===== src/rtl/clock_time_counter_pkg.sv =====
// clock_time_counter_pkg: field limits, packed-word layout and range check for the HH:MM:SS clock
package clock_time_counter_pkg;
  localparam int SEC_MAX = 59;
  localparam int MIN_MAX = 59;
  localparam int HOUR_MAX = 23;
  localparam int FIELD_W = 6;
  localparam int SS_LSB = 0;
  localparam int MM_LSB = 6;
  localparam int HH_LSB = 12;
  localparam int BLINK_BIT = 18;
  localparam int TIME_W = 3 * FIELD_W;
  function automatic logic time_valid(logic [TIME_W-1:0] t);
    return t[SS_LSB+:FIELD_W] <= FIELD_W'(SEC_MAX) && t[MM_LSB+:FIELD_W] <= FIELD_W'(MIN_MAX) &&
           t[HH_LSB+:FIELD_W] <= FIELD_W'(HOUR_MAX);
  endfunction
endpackage


===== src/rtl/clock_time_counter_if.sv =====
// clock_time_counter_if: control/status bundle of the clock; CLOCK_ALARM_EN adds the alarm signals
interface clock_time_counter_if;
  import clock_time_counter_pkg::*;
  logic run_en, load, inc_min, inc_hour;
  logic [TIME_W-1:0] load_time;
  logic [TIME_W:0] num;
  logic sec_tick, day_wrap, load_err;
`ifdef CLOCK_ALARM_EN
  logic alarm_set, alarm;
  logic [TIME_W-1:0] alarm_time;
`endif
  modport master(
    output run_en, load, load_time, inc_min, inc_hour,
`ifdef CLOCK_ALARM_EN
    output alarm_set, alarm_time, input alarm,
`endif
    input num, sec_tick, day_wrap, load_err
  );
  modport slave(
    input run_en, load, load_time, inc_min, inc_hour,
`ifdef CLOCK_ALARM_EN
    input alarm_set, alarm_time, output alarm,
`endif
    output num, sec_tick, day_wrap, load_err
  );
endinterface


===== src/rtl/clock_time_counter_wrap_counter.sv =====
// wrap_counter: 0..MAX counter with load priority over increment; carry marks the wrapping step
module wrap_counter #(
  parameter int MAX = 59,
  parameter int W = 6
) (
  input  logic         clk,
  input  logic         rst,
  input  logic         inc_i,
  input  logic         load_i,
  input  logic [W-1:0] load_val_i,
  output logic [W-1:0] value_o,
  output logic         carry_o
);
  logic [W-1:0] value_q, value_d;
  always_comb begin
    carry_o = inc_i && value_q == W'(MAX);
    value_d = load_i ? load_val_i : carry_o ? '0 : inc_i ? value_q + 1'b1 : value_q;
  end
  always_ff @(posedge clk) begin
    if (rst) value_q <= '0;
    else value_q <= value_d;
  end
  assign value_o = value_q;
endmodule


===== src/rtl/clock_time_counter.sv =====
// clock_time_counter: 1 Hz prescaler and 24 h HH:MM:SS time feeding the 6-digit display.
// Optional CLOCK_ALARM_EN adds a range-checked alarm compare register and alarm pulse.
module clock_time_counter
  import clock_time_counter_pkg::*;
#(
  parameter int TICK_DIV = 50_000_000
) (
  input logic clk,
  input logic rst,
  clock_time_counter_if.slave bus
);
  localparam int PW = $clog2(TICK_DIV);
  logic [PW-1:0] presc_q, presc_d;
  logic pend_q, pend_d, blink_q, sec_tick_q, day_wrap_q, load_err_q;
  logic tick, load_ok, do_inc, apply, err_d, ss_c, mm_c, hh_c, mm_inc, hh_inc;
  logic [FIELD_W-1:0] ss, mm, hh;
  always_comb begin
    tick = bus.run_en && presc_q == PW'(TICK_DIV - 1);
    load_ok = bus.load && time_valid(bus.load_time);
    do_inc = !bus.load && (bus.inc_min || bus.inc_hour);
    apply = !bus.load && !do_inc && (tick || pend_q);
    presc_d = load_ok || tick ? '0 : bus.run_en ? presc_q + 1'b1 : presc_q;
    // a tick blocked by a load or inc waits one bit deep until a free cycle
    pend_d = load_ok ? 1'b0 : apply ? pend_q && tick : pend_q || tick;
    mm_inc = do_inc ? bus.inc_min : ss_c;
    hh_inc = do_inc ? bus.inc_hour : mm_c;
    err_d = bus.load && !load_ok;
`ifdef CLOCK_ALARM_EN
    err_d = err_d || (bus.alarm_set && !time_valid(bus.alarm_time));
`endif
  end
  wrap_counter #(.MAX(SEC_MAX), .W(FIELD_W)) u_ss (
    .clk(clk), .rst(rst), .inc_i(apply), .load_i(load_ok),
    .load_val_i(bus.load_time[SS_LSB+:FIELD_W]), .value_o(ss), .carry_o(ss_c)
  );
  wrap_counter #(.MAX(MIN_MAX), .W(FIELD_W)) u_mm (
    .clk(clk), .rst(rst), .inc_i(mm_inc), .load_i(load_ok),
    .load_val_i(bus.load_time[MM_LSB+:FIELD_W]), .value_o(mm), .carry_o(mm_c)
  );
  wrap_counter #(.MAX(HOUR_MAX), .W(FIELD_W)) u_hh (
    .clk(clk), .rst(rst), .inc_i(hh_inc), .load_i(load_ok),
    .load_val_i(bus.load_time[HH_LSB+:FIELD_W]), .value_o(hh), .carry_o(hh_c)
  );
  always_ff @(posedge clk) begin
    if (rst) begin
      presc_q <= '0;
      pend_q <= 1'b0;
      blink_q <= 1'b0;
      sec_tick_q <= 1'b0;
      day_wrap_q <= 1'b0;
      load_err_q <= 1'b0;
    end else begin
      presc_q <= presc_d;
      pend_q <= pend_d;
      blink_q <= presc_d >= PW'(TICK_DIV / 2);
      sec_tick_q <= apply;
      day_wrap_q <= apply && hh_c;
      load_err_q <= err_d;
    end
  end
  always_comb begin
    bus.num = '0;
    bus.num[BLINK_BIT] = blink_q;
    bus.num[HH_LSB+:FIELD_W] = hh;
    bus.num[MM_LSB+:FIELD_W] = mm;
    bus.num[SS_LSB+:FIELD_W] = ss;
  end
  assign bus.sec_tick = sec_tick_q;
  assign bus.day_wrap = day_wrap_q;
  assign bus.load_err = load_err_q;
`ifdef CLOCK_ALARM_EN
  logic [TIME_W-1:0] alm_q;
  always_ff @(posedge clk) begin
    if (rst) alm_q <= '0;
    else if (bus.alarm_set && time_valid(bus.alarm_time)) alm_q <= bus.alarm_time;
  end
  // only tick-applied times raise sec_tick, so loads and incs never match here
  assign bus.alarm = sec_tick_q && {hh, mm, ss} == alm_q;
`endif
endmodule


===== src/flat_wrapper.sv =====
// flat-port wrapper written by rule: the top's interface ports become plain ports
module clock_time_counter_flat import clock_time_counter_pkg::*;
#(
  parameter int TICK_DIV = 50_000_000
)
  (clk, rst, bus_run_en, bus_load, bus_load_time, bus_inc_min, bus_inc_hour, bus_num, bus_sec_tick, bus_day_wrap, bus_load_err);
  clock_time_counter_if bus_i ();
  input logic clk;
  input logic rst;
  input wire logic [$bits(bus_i.run_en)-1:0] bus_run_en;
  input wire logic [$bits(bus_i.load)-1:0] bus_load;
  input wire logic [$bits(bus_i.load_time)-1:0] bus_load_time;
  input wire logic [$bits(bus_i.inc_min)-1:0] bus_inc_min;
  input wire logic [$bits(bus_i.inc_hour)-1:0] bus_inc_hour;
  output wire logic [$bits(bus_i.num)-1:0] bus_num;
  output wire logic [$bits(bus_i.sec_tick)-1:0] bus_sec_tick;
  output wire logic [$bits(bus_i.day_wrap)-1:0] bus_day_wrap;
  output wire logic [$bits(bus_i.load_err)-1:0] bus_load_err;
  assign bus_i.run_en = bus_run_en;
  assign bus_i.load = bus_load;
  assign bus_i.load_time = bus_load_time;
  assign bus_i.inc_min = bus_inc_min;
  assign bus_i.inc_hour = bus_inc_hour;
  assign bus_num = bus_i.num;
  assign bus_sec_tick = bus_i.sec_tick;
  assign bus_day_wrap = bus_i.day_wrap;
  assign bus_load_err = bus_i.load_err;
  clock_time_counter #(.TICK_DIV(TICK_DIV)) u_core (.clk(clk), .rst(rst), .bus(bus_i));
endmodule

===== config.mk =====
export PLATFORM = sky130hd
export DESIGN_NAME = clock_time_counter_flat
export DESIGN_NICKNAME = d
export VERILOG_FILES = /design/src/rtl/clock_time_counter_pkg.sv /design/src/rtl/clock_time_counter_if.sv /design/src/rtl/clock_time_counter_wrap_counter.sv /design/src/rtl/clock_time_counter.sv /design/src/flat_wrapper.sv
export SDC_FILE = /design/constraint.sdc
export NUM_CORES = 1
export LEC_CHECK = 0
export ABC_AREA = 1
export ABC_CLOCK_PERIOD_IN_PS = 3500
export CORE_MARGIN = 1.5
export CORE_UTILIZATION = 40
export CTS_CLUSTER_DIAMETER = 80
export DETAILED_ROUTE_END_ITERATION = 10
export GPL_TIMING_DRIVEN = 0
export SLEW_MARGIN = 20
export SYNTH_ARGS = -nofsm -noshare
export SYNTH_HDL_FRONTEND = slang
export SYNTH_HIERARCHICAL = 1
export SYNTH_SLANG_ARGS = --single-unit
export TNS_END_PERCENT = 20

===== constraint.sdc =====
create_clock -name clk -period 3.5 [get_ports clk]
set_input_delay 0.525 -clock clk [delete_from_list [all_inputs] [get_ports clk]]
set_output_delay 0.525 -clock clk [all_outputs]
set_load 0.03 [all_outputs]

==> impl_metrics.toml <==
[worst_setup_path]
r2r_slack_ns = 0.38
worstSetupEndpointType = "flop"
cp_cell_sequence = "clkdlybuf4s50_1 -> nor3_1 -> nand2_1 -> inv_1 -> clkbuf_4 -> nand4_1 -> inv_1 -> o21ai_0 -> o21ai_0 -> buf_4 -> nand4_1 -> inv_1 -> o21ai_0 -> o21ai_1 -> buf_6 -> nand2_1 -> inv_1 -> nand3_2 -> nand3_2 -> nor2_1 -> nor2_1 -> nor2_1"
cp-start-kind = "primary input"
crit_required_ns = 3.67
path_common_cell = "inv_1"
critical_path_class = "primary input to flop"
cp_max_fo = 8
cp.arrival_ns = 3.29
crit_slowest_cell = "clkdlybuf4s50_1"
slowest_delay_ns = 0.54

[global_routing]
gr-total-overflow = 0
grt_pass1_vias = 2939
grt_pass1_wl_um = 13750
antenna_found_initial = 0
grt.total_usage = 0.1988
grt_max_degree = 25

[clock_tree]
cts-root-buf = "clkbuf_8"
worstSkewPairLatency_ns = 0.31
cts_hold_buf = 0
clk_path_buf_depth = 2
tritoncts = "built"
h-tree-depth = 2
cts_made_buffers = 5
clk_pin_slew_ns = 0.10
cts_sinks = 49

[synthesis]
syn-cell-area_um2 = 3163
synth_area_per_cell_um2 = 6.495
ys_ff_latch = 49
synthDistinctLibCells = 29
yosysSeqAreaShare = 0.3101
syn_inst = 487
syn_nets = 515
synth_warnings = 6
async_flop_share = 0
synth-edff-count = 0
synth_ff_type = "dfxtp_1"

[timing]
tightest_slew_ns = 0.9488
slew_viol_final = 0
rsz0062_at_grt = "no"
fin_worst_skew_ns = 0.006307
setup_slack_ns = 0.3766
max_freq_ghz = 0.3202
period_needed_ns = 3.123
finalHoldViolCount = 0
fin_crit_sh = 0.8924
slew_headroom = 0.3655
setup_viol = 0

[routing]
drt_iter0_markers = 156
first_pass_iters = 4
top_layer = "met4"
via_per_inst = 5.017
drc = 0
wl_met3_um = 349
wl_met1_um = 3823
drtAntennaViolNets = 0
via_count = 3236
avgRoutedWirePerCell_um = 12.33
wl_met2_um = 3705
wl_um = 7953

[floorplan]
ios = 46
rows = 32
die_h_um = 91.93
die_w_um = 91.93
core_um2 = 7687
start_util = 0.4115
dieArea_um2 = 8450

[placed_design]
place_area_um2 = 3741
portBuffers = 45
pre_cts_ws_ns = -0.4769
place_congestion = 0.8724
dp_hpwl_um = 5968

[cells_and_area]
drive_gt1_frac = 0.1105
design_area_um2 = 3896
area_growth_pct = 23.18
fin_nets = 570
num_antenna_cells = 0
fillers = 814

[power_and_ir_drop]
leakagePower_nw = 1.501
peakVddDrop_uv = 148.0
p_total_mw = 1.193
power.density_cell_area_nw_per_um2 = 306.2

[flow_run]
cap_violations = 0

[outcome]
outcome = "finished clean"

[worst_hold_path]
hold_class = "flop to flop"
## layer usage
layer	GRT usage	vias up
li1	-	1701
met1	0.2694	1458
met2	0.3284	71
met3	0.03234	6
met4	0.04872	0
met5	0	-
## cells in the mapped netlist (3+ instances only)
library cell / count / area share
ha_1: 4 / 0.016
o21bai_1: 5 / 0.012
o21ai_0: 6 / 0.0095
nand4_1: 22 / 0.044
nand2_1: 103 / 0.12
nor2_1: 89 / 0.11
a22oi_1: 11 / 0.026
nor3_1: 13 / 0.021
xor2_1: 7 / 0.019
dfxtp_1: 49 / 0.31
nand3_1: 46 / 0.073
nand2_2: 5 / 0.0099
buf_2: 4 / 0.0063
nor2_4: 5 / 0.018
a21oi_1: 18 / 0.028
inv_1: 60 / 0.071
xnor2_1: 3 / 0.0083
nor2_2: 10 / 0.020
nand3_2: 8 / 0.025
a22o_1: 3 / 0.0083
## worst max-delay path: cells and delay by family
kind,cells,cell delay [ns]
buffers and inverters,8,1.32
AND/OR/NAND/NOR,10,1.09
AO/OA/AOI/OAI,4,0.36
## cells in the final DEF, fill, tap and decap left out, types with 7 or more instances in the layout
| cell | Yosys | final |
|---|---|---|
| nand2_1 | 103 | 103 |
| nor2_1 | 89 | 87 |
| inv_1 | 60 | 60 |
| dfxtp_1 | 49 | 47 |
| nand3_1 | 46 | 46 |
| clkdlybuf4s50_1 | 0 | 44 |
| nand4_1 | 22 | 22 |
| a21oi_1 | 18 | 18 |
| nor3_1 | 13 | 13 |
| nor2_2 | 10 | 11 |
| a22oi_1 | 11 | 11 |
| nand3_2 | 8 | 8 |
| xor2_1 | 7 | 7 |
## through the flow
step / std cells / TNS, ns / utilization / hold WS (ns)
2_1_floorplan: 487 / 0 / - / 0.4574
6_report: 645 / 0 / 0.5068 / 0.4869
3_5_place_dp: 634 / -2.541 / 0.4867 / 0.4814
3_3_place_gp: 634 / -2.652 / 0.4867 / 0.4691
5_1_grt: 645 / 0 / 0.5068 / 0.5453
4_1_cts: 642 / 0 / 0.5024 / 0.4898
## power breakdown
| group | total [mW] | leakage [nW] | switching [mW] | internal [mW] |
|---|---|---|---|---|
| clock network | 0.435 | 0.0574 | 0.202 | 0.233 |
| logic | 0.167 | 1.05 | 0.0920 | 0.0749 |
| registers | 0.591 | 0.398 | 0.0204 | 0.571 |
| total | 1.19 | 1.50 | 0.315 | 0.878 |
## layout make-up
class	instances	area (um^2)	area share
buffer	10	70.07	0.01798
sequential	49	983.4	0.2524
inverter	60	225.2	0.05780
multi-input combinational	368	1902	0.4881
tap	102	127.6	0.03276
timing repair buffer	48	467.9	0.1201
clock buffer	6	82.58	0.02119
clock inverter	2	37.54	0.009634
## what timing repair did
item,4_1_cts,5_1_grt
pin swaps,0,1
setup endpoints to repair,5,5
gates resized for setup,2,9
cloned,0,0
setup buffers,0,3
## final timing paths
kind	from	end	cells after the start
max	bus_load	u_core/u_hh/value_o[5]$_SDFFE_PP0P_	22
min	u_core/pend_q$_SDFF_PP0_	u_core/pend_q$_SDFF_PP0_	2
max reg2reg	u_core/presc_q[0]$_SDFF_PP0_	u_core/u_hh/value_o[5]$_SDFFE_PP0P_	27
min reg2reg	u_core/pend_q$_SDFF_PP0_	u_core/pend_q$_SDFF_PP0_	2
## flip-flops by register name, indices dropped and copies added, names as in the netlist
register             flops
u_core/bus.sec_tick      1
u_core/u_hh/value_o      6
u_core/bus.day_wrap      1
u_core/bus.load_err      1
u_core/presc_q          26
u_core/blink_q           1
u_core/u_ss/value_o      6
u_core/pend_q            1
u_core/u_mm/value_o      6
## cells by family after synthesis
kind of cell	synth area share
adder cells (fa/ha/maj)	0.01582
buffers and inverters	0.09177
flip-flops	0.3101
XOR/XNOR	0.02769
AND/OR/NAND/NOR	0.4549
AO/OA/AOI/OAI	0.09969
Note: power is estimated with default switching activity, not from simulation.
==> variant 1: new RTL, same flow settings <==
`FIELD_W`: 6 -> 12.
--- a/src/rtl/clock_time_counter_pkg.sv
+++ b/src/rtl/clock_time_counter_pkg.sv
@@ -4,5 +4,5 @@
   localparam int MIN_MAX = 59;
   localparam int HOUR_MAX = 23;
-  localparam int FIELD_W = 6;
+  localparam int FIELD_W = 12;
   localparam int SS_LSB = 0;
   localparam int MM_LSB = 6;
Interface: changed (resized bus_load_time and bus_num); port bits go from 46 to 82. No check against the original RTL was run, so the function may have changed too.
==> variant 1 against the original RTL <==
Sequential cell count is 17 higher; wire length grew 49%; total power up 31%; final area up 43%; setup slack got worse by 0.23 ns; critical path type is now reg -> reg; maximum frequency is 6.7% lower; area after synthesis increased by 39%; sequential power increased by 29%; first-iteration DRC count rose by 92%.
==> variant 1: results <==
{
  "outcome": "complete, no violations",
  "comb_power_share_pct": 9.0,
  "pg_seq_mw": 0.761,
  "finalNonFillerCells": 876,
  "synthMuxAreaShare_pct": 0.2277,
  "dp_hpwl_um": 8590,
  "regToRegEndpoint": "u_core/u_hh/value_o[3]",
  "cpLargestDelayFamily": "simple AND/OR/NAND/NOR gates",
  "hp-start": "u_core/presc_q[20]",
  "ys_top_cells_by_area": "dfxtp_1, nand2_1, nor2_1",
  "min_to": "u_core/presc_q[20]",
  "drtIter0Drc": 299,
  "cp.arrival_ns": 3.58,
  "slew_headroom_pct": 49.89,
  "grt_use_total_pct": 20.63,
  "synth_top_cells_by_count": "nand2_1, nor2_1, dfxtp_1",
  "netlist.area_leader.share_pct": 30.06,
  "ys_types": 39,
  "drt_wl_total_um": 11850,
  "post_dp_cell_area_um2": 5176,
  "ys_seq_area_share_pct": 30.06,
  "drive_above_1_share_pct": 18.75,
  "yosys.area_share.adder_pct": 1.139,
  "r2r_setup_slack_ns": 0.15,
  "grt_pass1_wl_um": 19280,
  "dpl.cell_count": 855,
  "cpMaxStageDelayCell": "dfxtp_4",
  "grt_pass1_vias": 4189,
  "synth-compound-area-share_pct": 11.22,
  "p_leak_nw": 2.086,
  "power.switching_mw": 0.3781,
  "crit_fanout": 4,
  "reg2reg_depth": 26,
  "cts_buffers": 9
}
variant 1: cell types whose count changed in the layout (fill, tap and decap cells not counted), moves of 8 or more:
cell	before	now
conb_1	0	13
a22oi_1	11	27
nor2_4	6	14
clkdlybuf4s50_1	44	54
a21oi_1	18	35
dfxtp_2	2	13
nor2_2	11	31
nand2_1	103	142
buf_4	6	22
nor2_1	87	74
nand4_1	22	30
variant 1: cell type report:
| type | count | area [um^2] |
|---|---|---|
| Inverter | 67 | 251.5 |
| Buffer | 29 | 216.5 |
| Clock inverter | 2 | 35.03 |
| Timing Repair Buffer | 61 | 595.6 |
| Clock buffer | 14 | 162.7 |
| Sequential cell | 66 | 1345 |
| Tap cell | 140 | 175.2 |
| Multi-Input combinational cell | 497 | 2773 |
| Fill cell | 1085 | 5239 |
variant 1: per-layer routing:
layer,part of all wire [%],vias up,track usage [%]
met5,0,-,0
met4,1.6,0,7.613
met3,4.6,20,3.753
met2,48,132,34.80
met1,45,2101,26.17
li1,-,2270,-
variant 1: per-stage QoR:
| stage | utilization (%) | setup slack (ns) | hold WS [ns] | total power, mW |
|---|---|---|---|---|
| after floorplan | - | 0.4759 | 0.4910 | 0.8523 |
| final | 51.46 | 0.1505 | 0.5266 | 1.563 |
| after CTS | 50.01 | 0.01030 | 0.5285 | 1.581 |
| after global placement | 47.96 | -0.9247 | 0.5016 | 0.9114 |
| after detailed placement | 47.96 | -0.9078 | 0.5133 | 0.9119 |
| after global routing | 51.46 | -0.09157 | 0.5665 | 1.631 |
variant 1: timing repair:
item / 4_1_cts / 5_1_grt
hold endpoints to repair: 0 / 0
hold buffers: 0 / 0
pin swaps: 0 / 12
buffers inserted: 0 / 5
resized for setup: 8 / 46
setup endpoints to repair: 13 / 13
==> variant 2: new RTL, config.mk and constraints unchanged <==
Made on the original files. `HOUR_MAX`: 23 -> 11.
--- a/src/rtl/clock_time_counter_pkg.sv
+++ b/src/rtl/clock_time_counter_pkg.sv
@@ -3,5 +3,5 @@
   localparam int SEC_MAX = 59;
   localparam int MIN_MAX = 59;
-  localparam int HOUR_MAX = 23;
+  localparam int HOUR_MAX = 11;
   localparam int FIELD_W = 6;
   localparam int SS_LSB = 0;
Behaviour: not the same (Yosys sat finds a counterexample within 4 cycles, from zero or initial values and one cycle with rst high).
==> variant 2 against the original RTL <==
Setup slack better by 0.014 ns; area after synthesis is 1.4% higher; total power is 12% lower; sequential cell count unchanged; sequential share of layout area fell by 0.064 points; first-iteration DRC count decreased by 24%; wire length grew 2.6%; final area stayed put.
==> variant 2: results <==
{
  "routedWlPerCell_um": 12.57,
  "grt_use_total_pct": 19.91,
  "drive_above_1_share_pct": 11.88,
  "synth_top_cells_by_count": "nand2_1, nor2_1, inv_1",
  "seq_area_um2": 980.9,
  "grt_pass1_wl_um": 13780,
  "dp_hpwl_um": 6371,
  "layout.nets": 574,
  "fillers": 812,
  "comb.multi_input.count": 371,
  "synthCells": 492,
  "synth-compound-area-share_pct": 10.22,
  "post_dp_cell_area_um2": 3785,
  "first_pass_iters": 5,
  "outcome": "complete, no violations",
  "ys_types": 38,
  "p_leak_nw": 1.530,
  "cts_buffer_depth": 2,
  "die_w_um": 92.54,
  "grt_max_degree": 20,
  "reg2reg_depth": 24,
  "fin_util_pct": 50.42,
  "cp.arrival_ns": 3.28,
  "pre_cts_ws_ns": -0.3125,
  "yosys.area_share.adder_pct": 1.561,
  "ys_top_cells_by_area": "dfxtp_1, nand2_1, nor2_1",
  "dpl.cell_count": 639,
  "buffer_area_share_pct": 13.84,
  "slowest_delay_ns": 0.41,
  "period_needed_ns": 3.109,
  "place_congestion": 0.7960,
  "cpMaxStageDelayCell": "dfxtp_1",
  "postCtsSetupBuffers": 0,
  "peakVddDrop_v": 0.0001189,
  "cts_max_level": 2,
  "cpLargestDelayFamily": "simple AND/OR/NAND/NOR gates",
  "fin_hold_ws_ns": 0.4952,
  "ys_seq_area_share_pct": 30.59,
  "cts_resized": 0,
  "fin_skew_ns": 0.006946,
  "synth_xor_xnor_area_share_pct": 2.458,
  "vias": 3269,
  "clk_share_pct": 2.119,
  "slew_headroom_pct": 50.59,
  "inv_count": 61,
  "drtIter0Drc": 119,
  "grt_pass1_vias": 2987,
  "drt_wl_total_um": 8161
}
-- variant 2: cell count changes after synthesis, moves of 3 or more --
cell,unedited run,this run
nand2_2,5,8
o21bai_1,5,2
nor3_1,13,7
a21oi_1,18,13
nor2_4,5,8
inv_2,0,3
inv_1,60,56
nand3_1,46,34
nand2_1,103,113
-- variant 2: cells by family (layout without fill, tap and decap cells) --
group,count (synthesis),in the layout
and+or+nand+nor,310,310
buffers and inverters,72,127
DFF,49,49
AOI/OAI and AO/OA,48,48
xor gates and xnor gates,9,9
adders and majority gates,4,4
-- variant 2: routing by layer --
layer,vias up,wire length [um],global-route usage (%)
met1,1476,3651,25.23
li1,1702,-,-
met3,2,444,3.202
met4,0,21,3.846
met2,89,4044,35.48
met5,-,0,0
-- variant 2: where the power goes --
group	switching (mW)	internal [mW]	total [mW]	leakage, nW
registers	0.0159	0.568	0.584	0.397
clock network	0.188	0.139	0.327	0.0450
logic	0.0768	0.0645	0.141	1.09
total	0.281	0.771	1.05	1.53
